--- src/rtl/pika_pkg.sv ---
// Shared PikaRISC decode definitions: RV32I opcodes, immediate formats and the
// registered control/field bundle handed from decode to execute.
package pika_pkg;

    localparam int unsigned OPC_W   = 7;
    localparam int unsigned REG_W   = 5;
    localparam int unsigned F3_W    = 3;
    localparam int unsigned F7_W    = 7;
    localparam int unsigned INSTR_W = 32;

    localparam logic [OPC_W-1:0] OPC_LUI    = 7'b0110111;
    localparam logic [OPC_W-1:0] OPC_AUIPC  = 7'b0010111;
    localparam logic [OPC_W-1:0] OPC_JAL    = 7'b1101111;
    localparam logic [OPC_W-1:0] OPC_JALR   = 7'b1100111;
    localparam logic [OPC_W-1:0] OPC_BRANCH = 7'b1100011;
    localparam logic [OPC_W-1:0] OPC_LOAD   = 7'b0000011;
    localparam logic [OPC_W-1:0] OPC_STORE  = 7'b0100011;
    localparam logic [OPC_W-1:0] OPC_OPIMM  = 7'b0010011;
    localparam logic [OPC_W-1:0] OPC_OP     = 7'b0110011;
    localparam logic [OPC_W-1:0] OPC_SYSTEM = 7'b1110011;

    typedef enum logic [2:0] {
        IMM_NONE = 3'd0,
        IMM_I    = 3'd1,
        IMM_S    = 3'd2,
        IMM_B    = 3'd3,
        IMM_U    = 3'd4,
        IMM_J    = 3'd5
    } imm_fmt_e;

    typedef struct packed {
        logic [OPC_W-1:0] opcode;
        logic [F3_W-1:0]  funct3;
        logic [F7_W-1:0]  funct7;
        logic [REG_W-1:0] rd;
        logic [REG_W-1:0] rs1;
        logic [REG_W-1:0] rs2;
        logic             rd_we;
        logic             mem_rd;
        logic             mem_wr;
        logic             is_branch;
        logic             is_jump;
        logic             illegal;
    } ctrl_t;

endpackage

--- src/rtl/decode_imm_gen.sv ---
// Combinational immediate generator: picks the RV32I format from the opcode and
// produces the sign-extended immediate (zero for formats without one).
module imm_gen
    import pika_pkg::*;
#(
    parameter int unsigned XLEN = 32
) (
    input  logic [INSTR_W-1:0] instr,
    output imm_fmt_e           fmt_c,
    output logic [XLEN-1:0]    imm_c
);

    logic [INSTR_W-1:0] imm32;

    // Format select; anything not listed (including OP) carries no immediate.
    always_comb begin
        fmt_c = IMM_NONE;
        case (instr[6:0])
            OPC_LUI, OPC_AUIPC:                         fmt_c = IMM_U;
            OPC_JAL:                                    fmt_c = IMM_J;
            OPC_JALR, OPC_LOAD, OPC_OPIMM, OPC_SYSTEM:  fmt_c = IMM_I;
            OPC_BRANCH:                                 fmt_c = IMM_B;
            OPC_STORE:                                  fmt_c = IMM_S;
            default:                                    fmt_c = IMM_NONE;
        endcase
    end

    always_comb begin
        imm32 = '0;
        case (fmt_c)
            IMM_I: imm32 = {{20{instr[31]}}, instr[31:20]};
            IMM_S: imm32 = {{20{instr[31]}}, instr[31:25], instr[11:7]};
            IMM_B: imm32 = {{19{instr[31]}}, instr[31], instr[7], instr[30:25], instr[11:8], 1'b0};
            IMM_U: imm32 = {instr[31:12], 12'b0};
            IMM_J: imm32 = {{11{instr[31]}}, instr[31], instr[19:12], instr[20], instr[30:21], 1'b0};
            default: imm32 = '0;
        endcase
        imm_c = XLEN'($signed(imm32));
    end

endmodule

--- src/rtl/decode.sv ---
// PikaRISC RV32I decode stage: field/flag decode of the fetched instruction into
// an output register backed by a one-entry skid buffer toward execute.
module decode
    import pika_pkg::*;
#(
    parameter int unsigned XLEN = 32,
    parameter int unsigned PCW  = 32
) (
    input  logic               clk,
    input  logic               reset,
    input  logic [INSTR_W-1:0] instr_in,
    input  logic [PCW-1:0]     pc_in,
    input  logic               valid_in,
    output logic               ready_out,
    input  logic               flush,
    output logic               valid_out,
    input  logic               ready_in,
    output logic [PCW-1:0]     pc_out,
    output logic [OPC_W-1:0]   opcode,
    output logic [F3_W-1:0]    funct3,
    output logic [F7_W-1:0]    funct7,
    output logic [REG_W-1:0]   rd,
    output logic [REG_W-1:0]   rs1,
    output logic [REG_W-1:0]   rs2,
    output logic [XLEN-1:0]    imm,
    output logic               rd_we,
    output logic               mem_rd,
    output logic               mem_wr,
    output logic               is_branch,
    output logic               is_jump,
    output logic               illegal
);

    imm_fmt_e        fmt_c;
    logic [XLEN-1:0] imm_c;
    ctrl_t           dec_c;

    logic            out_valid, out_valid_nxt;
    ctrl_t           out_ctrl,  out_ctrl_nxt;
    logic [XLEN-1:0] out_imm,   out_imm_nxt;
    logic [PCW-1:0]  out_pc,    out_pc_nxt;

    logic            skid_valid, skid_valid_nxt;
    ctrl_t           skid_ctrl,  skid_ctrl_nxt;
    logic [XLEN-1:0] skid_imm,   skid_imm_nxt;
    logic [PCW-1:0]  skid_pc,    skid_pc_nxt;

    logic            accept_c;
    logic            take_c;

    imm_gen #(.XLEN(XLEN)) u_imm_gen (
        .instr (instr_in),
        .fmt_c (fmt_c),
        .imm_c (imm_c)
    );

    // Field split and control flags; OP is the only legal opcode without an immediate.
    always_comb begin
        dec_c         = '0;
        dec_c.opcode  = instr_in[6:0];
        dec_c.rd      = instr_in[11:7];
        dec_c.funct3  = instr_in[14:12];
        dec_c.rs1     = instr_in[19:15];
        dec_c.rs2     = instr_in[24:20];
        dec_c.funct7  = instr_in[31:25];
        dec_c.illegal = (fmt_c == IMM_NONE) && (instr_in[6:0] != OPC_OP);
        if (!dec_c.illegal) begin
            case (instr_in[6:0])
                OPC_LUI, OPC_AUIPC, OPC_OPIMM, OPC_OP: dec_c.rd_we = 1'b1;
                OPC_JAL, OPC_JALR: begin
                    dec_c.rd_we   = 1'b1;
                    dec_c.is_jump = 1'b1;
                end
                OPC_BRANCH: dec_c.is_branch = 1'b1;
                OPC_LOAD: begin
                    dec_c.rd_we  = 1'b1;
                    dec_c.mem_rd = 1'b1;
                end
                OPC_STORE: dec_c.mem_wr = 1'b1;
                default: ;
            endcase
        end
        dec_c.rd_we = dec_c.rd_we && (dec_c.rd != '0);
    end

    assign accept_c = valid_in && !skid_valid && !flush;
    assign take_c   = out_valid && ready_in;

    // Output/skid register steering; the skid only fills while the output is stalled.
    always_comb begin
        out_valid_nxt  = out_valid;
        out_ctrl_nxt   = out_ctrl;
        out_imm_nxt    = out_imm;
        out_pc_nxt     = out_pc;
        skid_valid_nxt = skid_valid;
        skid_ctrl_nxt  = skid_ctrl;
        skid_imm_nxt   = skid_imm;
        skid_pc_nxt    = skid_pc;
        if (flush) begin
            out_valid_nxt  = 1'b0;
            skid_valid_nxt = 1'b0;
        end else if (!out_valid || take_c) begin
            if (skid_valid) begin
                out_valid_nxt  = 1'b1;
                out_ctrl_nxt   = skid_ctrl;
                out_imm_nxt    = skid_imm;
                out_pc_nxt     = skid_pc;
                skid_valid_nxt = 1'b0;
            end else if (accept_c) begin
                out_valid_nxt  = 1'b1;
                out_ctrl_nxt   = dec_c;
                out_imm_nxt    = imm_c;
                out_pc_nxt     = pc_in;
            end else begin
                out_valid_nxt  = 1'b0;
            end
        end else if (accept_c) begin
            skid_valid_nxt = 1'b1;
            skid_ctrl_nxt  = dec_c;
            skid_imm_nxt   = imm_c;
            skid_pc_nxt    = pc_in;
        end
    end

    always_ff @(posedge clk or negedge reset) begin
        if (!reset) begin
            out_valid  <= 1'b0;
            out_ctrl   <= '0;
            out_imm    <= '0;
            out_pc     <= '0;
            skid_valid <= 1'b0;
            skid_ctrl  <= '0;
            skid_imm   <= '0;
            skid_pc    <= '0;
        end else begin
            out_valid  <= out_valid_nxt;
            out_ctrl   <= out_ctrl_nxt;
            out_imm    <= out_imm_nxt;
            out_pc     <= out_pc_nxt;
            skid_valid <= skid_valid_nxt;
            skid_ctrl  <= skid_ctrl_nxt;
            skid_imm   <= skid_imm_nxt;
            skid_pc    <= skid_pc_nxt;
        end
    end

    assign ready_out = !skid_valid;
    assign valid_out = out_valid;
    assign pc_out    = out_pc;
    assign imm       = out_imm;
    assign opcode    = out_ctrl.opcode;
    assign funct3    = out_ctrl.funct3;
    assign funct7    = out_ctrl.funct7;
    assign rd        = out_ctrl.rd;
    assign rs1       = out_ctrl.rs1;
    assign rs2       = out_ctrl.rs2;
    assign rd_we     = out_ctrl.rd_we;
    assign mem_rd    = out_ctrl.mem_rd;
    assign mem_wr    = out_ctrl.mem_wr;
    assign is_branch = out_ctrl.is_branch;
    assign is_jump   = out_ctrl.is_jump;
    assign illegal   = out_ctrl.illegal;

endmodule

--- config.mk ---
export PLATFORM = sky130hd
export DESIGN_NAME = decode
export DESIGN_NICKNAME = d
export VERILOG_FILES = /design/src/rtl/pika_pkg.sv /design/src/rtl/decode_imm_gen.sv /design/src/rtl/decode.sv
export SDC_FILE = /design/constraint.sdc
export NUM_CORES = 1
export LEC_CHECK = 0
export ABC_AREA = 1
export CAP_MARGIN = 40
export CORE_MARGIN = 1.5
export CORE_UTILIZATION = 45
export DETAILED_ROUTE_END_ITERATION = 8
export PLACE_DENSITY = 0.66
export SLEW_MARGIN = 20
export SYNTH_ARGS = -nofsm -noshare
export SYNTH_HDL_FRONTEND = slang
export SYNTH_SLANG_ARGS = --single-unit
--- constraint.sdc ---
create_clock -name clk -period 1.8 [get_ports clk]
set_clock_uncertainty 0.15 [all_clocks]
set_input_delay 0.45 -clock clk [delete_from_list [all_inputs] [get_ports clk]]
set_output_delay 0.45 -clock clk [all_outputs]
set_load 0.05 [all_outputs]
==> flow_metrics.tcl <==
set metrics [dict create \
    ios 173 \
    instances_no_fill 1715 \
    p_clk_frac 0.295 \
    setup_viol 11 \
    worstMarginPinSlew_ns 0.462 \
    multi_input_area_um2 3780 \
    synth_edf_count 0 \
    row_count 52 \
    wire_per_inst_um 16.6 \
    synth_most_common_cell "nand2_1" \
    fp.dieH_um 148 \
    clock_sinks 206 \
    synth_top_cells_by_count "nand2_1 (371), dfrtp_1 (206), o21ai_0 (188)" \
    synth_area_um2 9470 \
    synth-async-reset-ratio 1.00 \
    dieWidth_um 148 \
    timing_hold_violations_final 0 \
    drc 0 \
    wirelength_mm 28.5 \
    crit_required_ns 1.20 \
    clock_latency_ns 0.52 \
    gr-total-overflow 0 \
    p_switching_uw 4780 \
    ys.flop_type "dfrtp_1" \
    yosysTopAreaCell "dfrtp_1" \
    grt_pass1_vias 8241 \
    leakage_uw 0.00735 \
    avgSynthCellArea_um2 7.84 \
    layout.nets 1500 \
    hpwl_mm 17.9 \
    ant_nets 0 \
    ys_seq_area_frac 0.544 \
    ir_worst_vdd_mv 0.598 \
    rsz0062_at_grt "true" \
    drt_iter0_drc 806 \
    p_sw_frac 0.323 \
    status "finished with violations" \
    cp_max_fo 2 \
    synth.area.top_cells "dfrtp_1 (54%), nand2_1 (15%), o21ai_0 (9.9%)" \
    crit_arrival_ns 1.26 \
    maxSlewHeadroom 0.689 \
    root_buffer "clkbuf_16" \
    cellPowerDensity_nw_per_um2 1040 \
    cts_tree "built" \
    hold_slack_ns 0.117 \
    io_buffers 172 \
    cts_buffers 23 \
    clockBufferDepth 3 \
    dieArea_um2 21900 \
    pwr-share-seq 0.418 \
    synth_top_area_frac 0.544 \
    p_comb_frac 0.287 \
    syn_nets 1277 \
    yosys_warnings 0 \
    fin_ws_ns -0.0574 \
    max_freq_mhz 538 \
    antenna_found_initial 0 \
    coreArea_um2 20400 \
    ys_types 23 \
    finalCritPeriodShare 1.03 \
    hp-class "primary input to flip-flop" \
    post-place-cells 1652 \
    critPathCaptureType "output port" \
    p_total_uw 14800 \
    syn_inst 1208 \
    grt_use_total 0.245 \
    insertedDiodeCount 0 \
    seq_area_um2 5160 \
    post-route-min-period_ns 1.86 \
    violations "negative setup slack" \
    globalplace.congestion 0.841 \
    grt_max_degree 70 \
    cp-start-kind "flip-flop" \
    via_per_inst 5.25 \
    via_count 9007 \
    worstSetupPathType "flip-flop to output port" \
    cts-htree-levels 1 \
    firstDrtPassIters 7 \
    grt_pass1_wl_mm 43.2 \
    intPower_uw 10000 \
    drive_gt1_frac 0.193 \
    max_cap_violations 0 \
    synth_seq_cells 206 \
    maxSlewViolCount 0 \
    area_delta_synth_final_pct 50.8 \
    clk_pin_slew_worst_paths_ns 0.06 \
    initial_utilization 0.464 \
    nFillCells 1595 \
]
==> cells by family after synthesis <==
logic type	share of synthesized area
AO/OA/AOI/OAI	0.130
buffers and inverters	0.0703
flip-flops	0.544
AND/OR/NAND/NOR	0.255
==> final cells by class <==
class / instances / area share
inverter: 79 / 0.0213
clock inverter: 3 / 0.00131
tap: 270 / 0.0236
multi-input combinational: 845 / 0.265
clock buffer: 36 / 0.0465
sequential: 206 / 0.361
timing repair buffer: 276 / 0.282
==> critical path, stage by stage, from the launching register on <==
cell and delay [ns]:
dfrtp_1 0.41, inv_4 0.09, buf_16 0.11, buf_12 0.12
==> sequential cells by signal, indices dropped and copies added (netlist names) <==
name and count:
funct3 3, skid_pc 32, imm 32, funct7 7
mem_rd 1, valid_out 1, rs1 5, rd_we 1
is_jump 1, skid_valid 1, skid_imm 32, pc_out 32
rd 5, rs2 5, is_branch 1, illegal 1
opcode 7, skid_ctrl 38, mem_wr 1
==> path summary, 6_finish.rpt <==
check / cells past startpoint / slack (ns) / to / start
min: 3 / 0.12 / skid_ctrl[31] / instr_in[0]
max in group asynchronous: 3 / 0.66 / valid_out / reset
min in group asynchronous: 2 / 0.26 / pc_out[2] / reset
max reg2reg: 10 / -0.05 / skid_imm[13] / valid_out
max: 3 / -0.06 / ready_out / skid_valid
min reg2reg: 2 / 0.32 / skid_ctrl[2] / skid_ctrl[2]
==> through the flow <==
step | area (um^2) | setup slack (ns) | TNS, ns | util
after floorplan | 9490 | 0.00236 | 0 | -
after global placement | 13000 | -0.660 | -78.11 | 0.639
after detailed placement | 13000 | -0.654 | -87.13 | 0.639
after CTS | 13900 | -0.0689 | -0.0689 | 0.678
after global routing | 14300 | -0.116 | -3.07 | 0.699
final | 14300 | -0.0574 | -0.267 | 0.699
==> layer usage <==
layer	vias to the layer above	global-route usage	share of wire
met5	-	0	0
met4	0	0.0663	0.020
met3	42	0.0387	0.074
met2	324	0.391	0.47
met1	4314	0.351	0.43
li1	4327	-	-
==> placed cells by master, fill, tap and decap left out, types with 30 or more instances in the layout <==
master | Yosys | layout
nand3_1 | 74 | 74
dfrtp_1 | 206 | 205
buf_12 | 0 | 117
nor2_1 | 144 | 139
clkbuf_16 | 0 | 30
nand2_1 | 371 | 361
o21ai_0 | 188 | 171
inv_1 | 74 | 72
clkdlybuf4s50_1 | 0 | 60
buf_4 | 4 | 66
==> timing repair <==
item | in CTS | in global routing
endpoints found under the hold margin | 69 | 0
endpoints found under the setup margin | 51 | 195
buffers inserted | 3 | 7
hold buffers | 1 | 0
pin swaps | 0 | 18
gates resized for setup | 7 | 66
cloned | 2 | 11
==> power by group through the flow <==
stage | sequential [uW] | clock (uW) | combinational [uW]
floorplan | 7080 | 0 | 992
global placement | 6190 | 0 | 4060
detailed placement | 6230 | 0 | 4130
CTS | 6170 | 4440 | 4160
global route | 6290 | 4650 | 4540
finish | 6180 | 4370 | 4240
No activity file was read; power rests on OpenSTA's default activity.
